<file path="src/rtl/control_sequencer.sv">
`default_nettype none
// ============================================================================
// control_sequencer: hardwired fetch/decode/execute control unit for the System datapath.
// Build option MEM_WAIT_EN: F1, LD-T6 and ST-T7 stall until memory_done.   Rev 1.0
// ============================================================================
module control_sequencer #(
    parameter int DATA_WIDTH = 32,
    parameter int STATE_W    = 6
) (
    input  logic                  Clock,
    input  logic                  clear,
    input  logic [DATA_WIDTH-1:0] IR_in,
    input  logic                  con_ff_bit,
    input  logic                  memory_done,
    input  logic                  Stop,
    output logic                  PCout,
    output logic                  MDRout,
    output logic                  Zlo_out,
    output logic                  Cout,
    output logic                  Rout,
    output logic                  Gra,
    output logic                  Grb,
    output logic                  Grc,
    output logic                  MARin,
    output logic                  MDRin,
    output logic                  IRin,
    output logic                  PCin,
    output logic                  Yin,
    output logic                  Zin,
    output logic                  Rin,
    output logic                  CONin,
    output logic                  IncPC,
    output logic                  Mem_Read,
    output logic                  Mem_Write,
    output logic                  Mem_enable512x32,
    output logic [4:0]            opcode,
    output logic                  Run,
    output logic                  illegal_op,
    output logic [STATE_W-1:0]    state_out
);
    localparam logic [4:0] OP_LD   = 5'b00000;
    localparam logic [4:0] OP_LDI  = 5'b00001;
    localparam logic [4:0] OP_ST   = 5'b00010;
    localparam logic [4:0] OP_ADD  = 5'b00011;
    localparam logic [4:0] OP_SUB  = 5'b00100;
    localparam logic [4:0] OP_AND  = 5'b00101;
    localparam logic [4:0] OP_OR   = 5'b00110;
    localparam logic [4:0] OP_ORI  = 5'b01010;
    localparam logic [4:0] OP_ANDI = 5'b01011;
    localparam logic [4:0] OP_ADDI = 5'b01100;
    localparam logic [4:0] OP_BR   = 5'b10011;
    localparam logic [4:0] OP_NOP  = 5'b11010;
    localparam logic [4:0] OP_HALT = 5'b11011;

    typedef enum logic [STATE_W-1:0] {
        S_RESET, S_F0, S_F1, S_F2, S_DECODE, S_HALTED,
        S_ALU_T4, S_WB_T5, S_LDI_T4, S_IMM_T4,
        S_LD_T4, S_LD_T5, S_LD_T6, S_LD_T7,
        S_ST_T4, S_ST_T5, S_ST_T6, S_ST_T7,
        S_BR_T4, S_BR_T5, S_BR_T6
    } state_t;

    state_t     state_q, state_d, w_fin;
    logic [4:0] w_op;
    logic       w_mem_ok;
    logic       w_unused;

    assign w_op      = IR_in[DATA_WIDTH-1 -: 5];
    assign w_fin     = Stop ? S_HALTED : S_F0;
    assign state_out = state_q;

`ifdef MEM_WAIT_EN
    assign w_mem_ok = memory_done;
    assign w_unused = ^IR_in[DATA_WIDTH-6:0];
`else
    assign w_mem_ok = 1'b1;
    assign w_unused = ^{IR_in[DATA_WIDTH-6:0], memory_done};
`endif

    always_ff @(posedge Clock or negedge clear) begin
        if (!clear) state_q <= S_RESET;
        else        state_q <= state_d;
    end

    always_comb begin
        state_d = state_q;
        case (state_q)
            S_RESET:  state_d = S_F0;
            S_F0:     state_d = S_F1;
            S_F1:     if (w_mem_ok) state_d = S_F2;
            S_F2:     state_d = S_DECODE;
            S_DECODE: begin
                case (w_op)
                    OP_LD:                    state_d = S_LD_T4;
                    OP_ST:                    state_d = S_ST_T4;
                    OP_LDI:                   state_d = S_LDI_T4;
                    OP_ADDI, OP_ANDI, OP_ORI: state_d = S_IMM_T4;
                    OP_ADD, OP_SUB, OP_AND, OP_OR: state_d = S_ALU_T4;
                    OP_BR:                    state_d = S_BR_T4;
                    OP_HALT:                  state_d = S_HALTED;
                    default:                  state_d = w_fin;  // NOP and unrecognised opcodes
                endcase
            end
            S_HALTED: state_d = S_HALTED;
            S_ALU_T4, S_LDI_T4, S_IMM_T4: state_d = S_WB_T5;
            S_WB_T5:  state_d = w_fin;
            S_LD_T4:  state_d = S_LD_T5;
            S_LD_T5:  state_d = S_LD_T6;
            S_LD_T6:  if (w_mem_ok) state_d = S_LD_T7;
            S_LD_T7:  state_d = w_fin;
            S_ST_T4:  state_d = S_ST_T5;
            S_ST_T5:  state_d = S_ST_T6;
            S_ST_T6:  state_d = S_ST_T7;
            S_ST_T7:  if (w_mem_ok) state_d = w_fin;
            S_BR_T4:  state_d = S_BR_T5;
            S_BR_T5:  state_d = S_BR_T6;
            S_BR_T6:  state_d = w_fin;
            default:  state_d = S_RESET;
        endcase
    end

    always_comb begin
        {PCout, MDRout, Zlo_out, Cout, Rout, Gra, Grb, Grc} = 8'b0;
        {MARin, MDRin, IRin, PCin, Yin, Zin, Rin, CONin}    = 8'b0;
        {IncPC, Mem_Read, Mem_Write, Mem_enable512x32}      = 4'b0;
        opcode     = 5'd0;
        illegal_op = 1'b0;
        Run        = (state_q != S_RESET) && (state_q != S_HALTED);
        case (state_q)
            S_F0:     begin PCout = 1'b1; MARin = 1'b1; IncPC = 1'b1; Zin = 1'b1; end
            S_F1:     begin
                Zlo_out = 1'b1; PCin = 1'b1; Mem_Read = 1'b1;
                Mem_enable512x32 = 1'b1; MDRin = 1'b1;
            end
            S_F2:     begin MDRout = 1'b1; IRin = 1'b1; end
            // T3 strobes depend on the freshly loaded IR, so decode it directly here
            S_DECODE: begin
                case (w_op)
                    OP_LD, OP_LDI, OP_ST, OP_ADDI, OP_ANDI, OP_ORI,
                    OP_ADD, OP_SUB, OP_AND, OP_OR: begin Grb = 1'b1; Rout = 1'b1; Yin = 1'b1; end
                    OP_BR:            begin Gra = 1'b1; Rout = 1'b1; CONin = 1'b1; end
                    OP_NOP, OP_HALT:  ;
                    default:          illegal_op = 1'b1;
                endcase
            end
            S_ALU_T4: begin Grc = 1'b1; Rout = 1'b1; Zin = 1'b1; opcode = w_op; end
            S_IMM_T4: begin Cout = 1'b1; Zin = 1'b1; opcode = w_op; end
            S_LDI_T4, S_LD_T4, S_ST_T4: begin Cout = 1'b1; Zin = 1'b1; opcode = OP_ADD; end
            S_WB_T5:  begin Zlo_out = 1'b1; Gra = 1'b1; Rin = 1'b1; end
            S_LD_T5, S_ST_T5: begin Zlo_out = 1'b1; MARin = 1'b1; end
            S_LD_T6:  begin Mem_Read = 1'b1; Mem_enable512x32 = 1'b1; MDRin = 1'b1; end
            S_LD_T7:  begin MDRout = 1'b1; Gra = 1'b1; Rin = 1'b1; end
            S_ST_T6:  begin Gra = 1'b1; Rout = 1'b1; MDRin = 1'b1; end
            S_ST_T7:  begin Mem_Write = 1'b1; Mem_enable512x32 = 1'b1; end
            S_BR_T4:  begin PCout = 1'b1; Yin = 1'b1; end
            S_BR_T5:  begin Cout = 1'b1; Zin = 1'b1; opcode = OP_ADD; end
            S_BR_T6:  begin Zlo_out = 1'b1; PCin = con_ff_bit; end
            default:  ;
        endcase
    end

endmodule
`default_nettype wire

</file>
<file path="config.mk">
export PLATFORM = sky130hd
export DESIGN_NAME = control_sequencer
export DESIGN_NICKNAME = d
export VERILOG_FILES = /design/src/rtl/control_sequencer.sv
export SDC_FILE = /design/constraint.sdc
export NUM_CORES = 1
export LEC_CHECK = 0
export BUFFER_PORTS_ARGS = -buffer_cell sky130_fd_sc_hd__buf_4
export CORE_MARGIN = 2
export CORE_UTILIZATION = 42
export CTS_CLUSTER_DIAMETER = 80
export DETAILED_ROUTE_END_ITERATION = 6
export GPL_TIMING_DRIVEN = 0
export PLACE_DENSITY = 0.78
export SLEW_MARGIN = 10
export SYNTH_ARGS = -nofsm -noshare
export SYNTH_HDL_FRONTEND = slang
export SYNTH_SLANG_ARGS = --single-unit
export TNS_END_PERCENT = 5
</file>
<file path="constraint.sdc">
create_clock -name Clock -period 2 [get_ports Clock]
set_input_delay 0.2 -clock Clock [delete_from_list [all_inputs] [get_ports Clock]]
set_output_delay 0.2 -clock Clock [all_outputs]
set_load 0.005 [all_outputs]
</file>
==> results.yml <==
yosys:
  yosys-top-cells-area: "a21oi_1 12%, dfrtp_1 12%, nor2_1 10%"
  synth_top_area_share: 0.122
  synth_area_um2: 1020
  synth.largest_area_cell: "a21oi_1"
  synth_edf_count: 0
  yosysMostFrequentCell: "nor2_1"
  syn_nets: 211
  yosysUniqueCellTypes: 42
  synthCells: 174
  synthArstFlopShare: 1.00
  avgSynthCellArea_um2: 5.89
  synth_seq_cells: 5
  ys_warn_count: 0
  netlist_top_cells_count: "28 x nor2_1, 25 x a21oi_1, 16 x nand2_1"
  synth_flop_cell: "dfrtp_1"
  ys_seq_area_frac: 0.122
placement:
  place_area_um2: 1350
  portBuffers: 38
  dp_cells: 240
  place_ws_ns: 0.00153
  dp_hpwl_um: 2770
  routabilityCongestion: 0.938
detailed_routing:
  dr.pass1.iters: 4
  antenna_left: 0
  viasPerCell: 5.98
  drt_iter0_drc: 113
  drcViolationCount: 0
  wire_per_inst_um: 14.6
  wl_um: 3590
  via_count: 1464
worst_setup_path:
  start_kind: "flip-flop"
  crit_type: "reg -> out"
  cp_slowest_cell: "or4_4"
  required_ns: 1.80
  path_buf_inv: 2
  critPathMaxStageDelay_ns: 0.47
  crit_family: "simple AND/OR/NAND/NOR gates"
  r2r_slack_ns: 0.19
  crit_path_cell_trace: "or2_0, clkbuf_2, or4_4, nor3_2, buf_4"
  critPathArrivalTime_ns: 1.85
  end_kind: "output pin"
  cp_max_fo: 9
cells_and_area:
  drive_above_1_share: 0.313
  largest_reg_flops: 5
  fin_nets: 255
  final_core_util: 0.628
  area_growth_pct: 38.2
  fin_area_um2: 1420
  final_cells: 245
  diodes: 0
  fill_cells: 223
  multi_input_area_um2: 823
  register_area_um2: 126
sta:
  min_period_ns: 2.05
  max_freq_ghz: 0.489
  drv_slew: 0
  fin_skew_ns: 0.00101
  hold_viol_final: 0
  finalSetupViolCount: 2
  finalCritPeriodShare: 1.02
  whs_ns: 0.299
  rsz0062_at_grt: "yes"
  setup_slack_ns: -0.0455
  setup_tns_ns: -0.0459
flow_run:
  drv_cap: 0
pwr:
  cellPowerDensity_nw_per_um2: 1230
  p_leak_nw: 0.637
  irDropWorstVdd_mv: 0.958
  p_total_mw: 1.75
floorplanning:
  die_area_um2: 2850
  core_area_um2: 2250
  die_h_um: 53.4
  die_w_um: 53.4
  ioPinCount: 70
  rows: 17
  start_util: 0.454
cts:
  cts_root_buf: "clkbuf_4"
  clk_pin_slew_ns: 0.04
  tritoncts: "done"
  cts_made_buffers: 3
  cts.sinks: 5
  h-tree-depth: 1
  clock_path_buffers: 2
  clock_latency_ns: 0.24
grt:
  grt_max_degree: 11
  grt_pass1_wl_um: 5800
  gr-total-overflow: 0
  grt_antenna_before_repair: 0
  grt_usage: 0.274
  grt_pass1_vias: 1290
outcome:
  failed_checks: "setup timing"
  status: "finished, violations left"
hold_path:
  hold_class: "in -> async"
[cell type report]
| type | count | share of cell area |
|---|---|---|
| multi-input cells | 147 | 0.581 |
| repair buffers | 39 | 0.208 |
| flip-flops and latches | 5 | 0.0892 |
| plain buffers | 19 | 0.0698 |
| well taps | 28 | 0.0247 |
| clock buffers | 4 | 0.0186 |
| inverters | 3 | 0.00795 |
[final timing paths]
path                               from           end  cells past startpoint
max reg2reg                state_out[1]  state_out[1]                      5
min reg2reg                state_out[3]  state_out[1]                      3
min                               clear  state_out[2]                      2
max                        state_out[1]    illegal_op                      5
min in group Clock                 Stop  state_out[2]                      3
max in group asynchronous         clear  state_out[1]                      2
[layout by cell type, fill, tap and decap left out, types with 3 or more instances in the layout]
cell	netlist	layout
nand2_1	16	16
nor2_1	28	27
a21oi_1	25	24
nor2b_1	6	5
clkbuf_1	11	4
clkbuf_2	1	7
inv_2	3	3
nand3_1	3	3
o22ai_1	5	5
and2_1	3	3
nor3_1	5	4
clkbuf_4	0	5
dfrtp_1	5	4
buf_2	2	6
o21ai_0	5	5
o21ai_1	5	5
nand2b_1	12	12
o21a_1	3	3
buf_4	1	39
a31oi_1	3	3
[worst register-to-register path, stage by stage, from the launching register on]
cell	delay, ns
dfrtp_2	0.45
or2_0	0.23
clkbuf_2	0.15
or4_4	0.47
o32a_1	0.36
o21ai_2	0.06
[repair_timing]
| action | 4_1_cts | 5_1_grt |
|---|---|---|
| pin swaps | 0 | 0 |
| setup buffers | 0 | 0 |
| hold endpoints to repair | 5 | 0 |
| hold buffers | 1 | 0 |
| endpoints found under the setup margin | 25 | 21 |
| gates resized for setup | 10 | 14 |
| cloned | 0 | 0 |
[layer usage]
metal,vias up,track usage,part of all wire
met1,662,0.376,0.43
met5,-,0,0
met3,11,0.0141,0.092
met4,0,0.111,0.020
met2,87,0.440,0.46
li1,704,-,-
[logic make-up (layout without fill, tap and decap cells)]
kind of cell | after synthesis | after routing | synth area share
other | 1 | 1 | 0.00366
muxes | 1 | 1 | 0.00977
AOI/OAI and AO/OA | 62 | 62 | 0.375
buffers and inverters | 22 | 65 | 0.0879
xor gates and xnor gates | 1 | 1 | 0.00855
and+or+nand+nor | 82 | 82 | 0.393
DFF | 5 | 5 | 0.122
[power breakdown]
part / switching [mW] / internal (mW)
registers: 0.0630 / 0.139
logic: 0.811 / 0.620
clock network: 0.0402 / 0.0753
Note: power is estimated with default switching activity, not from simulation.
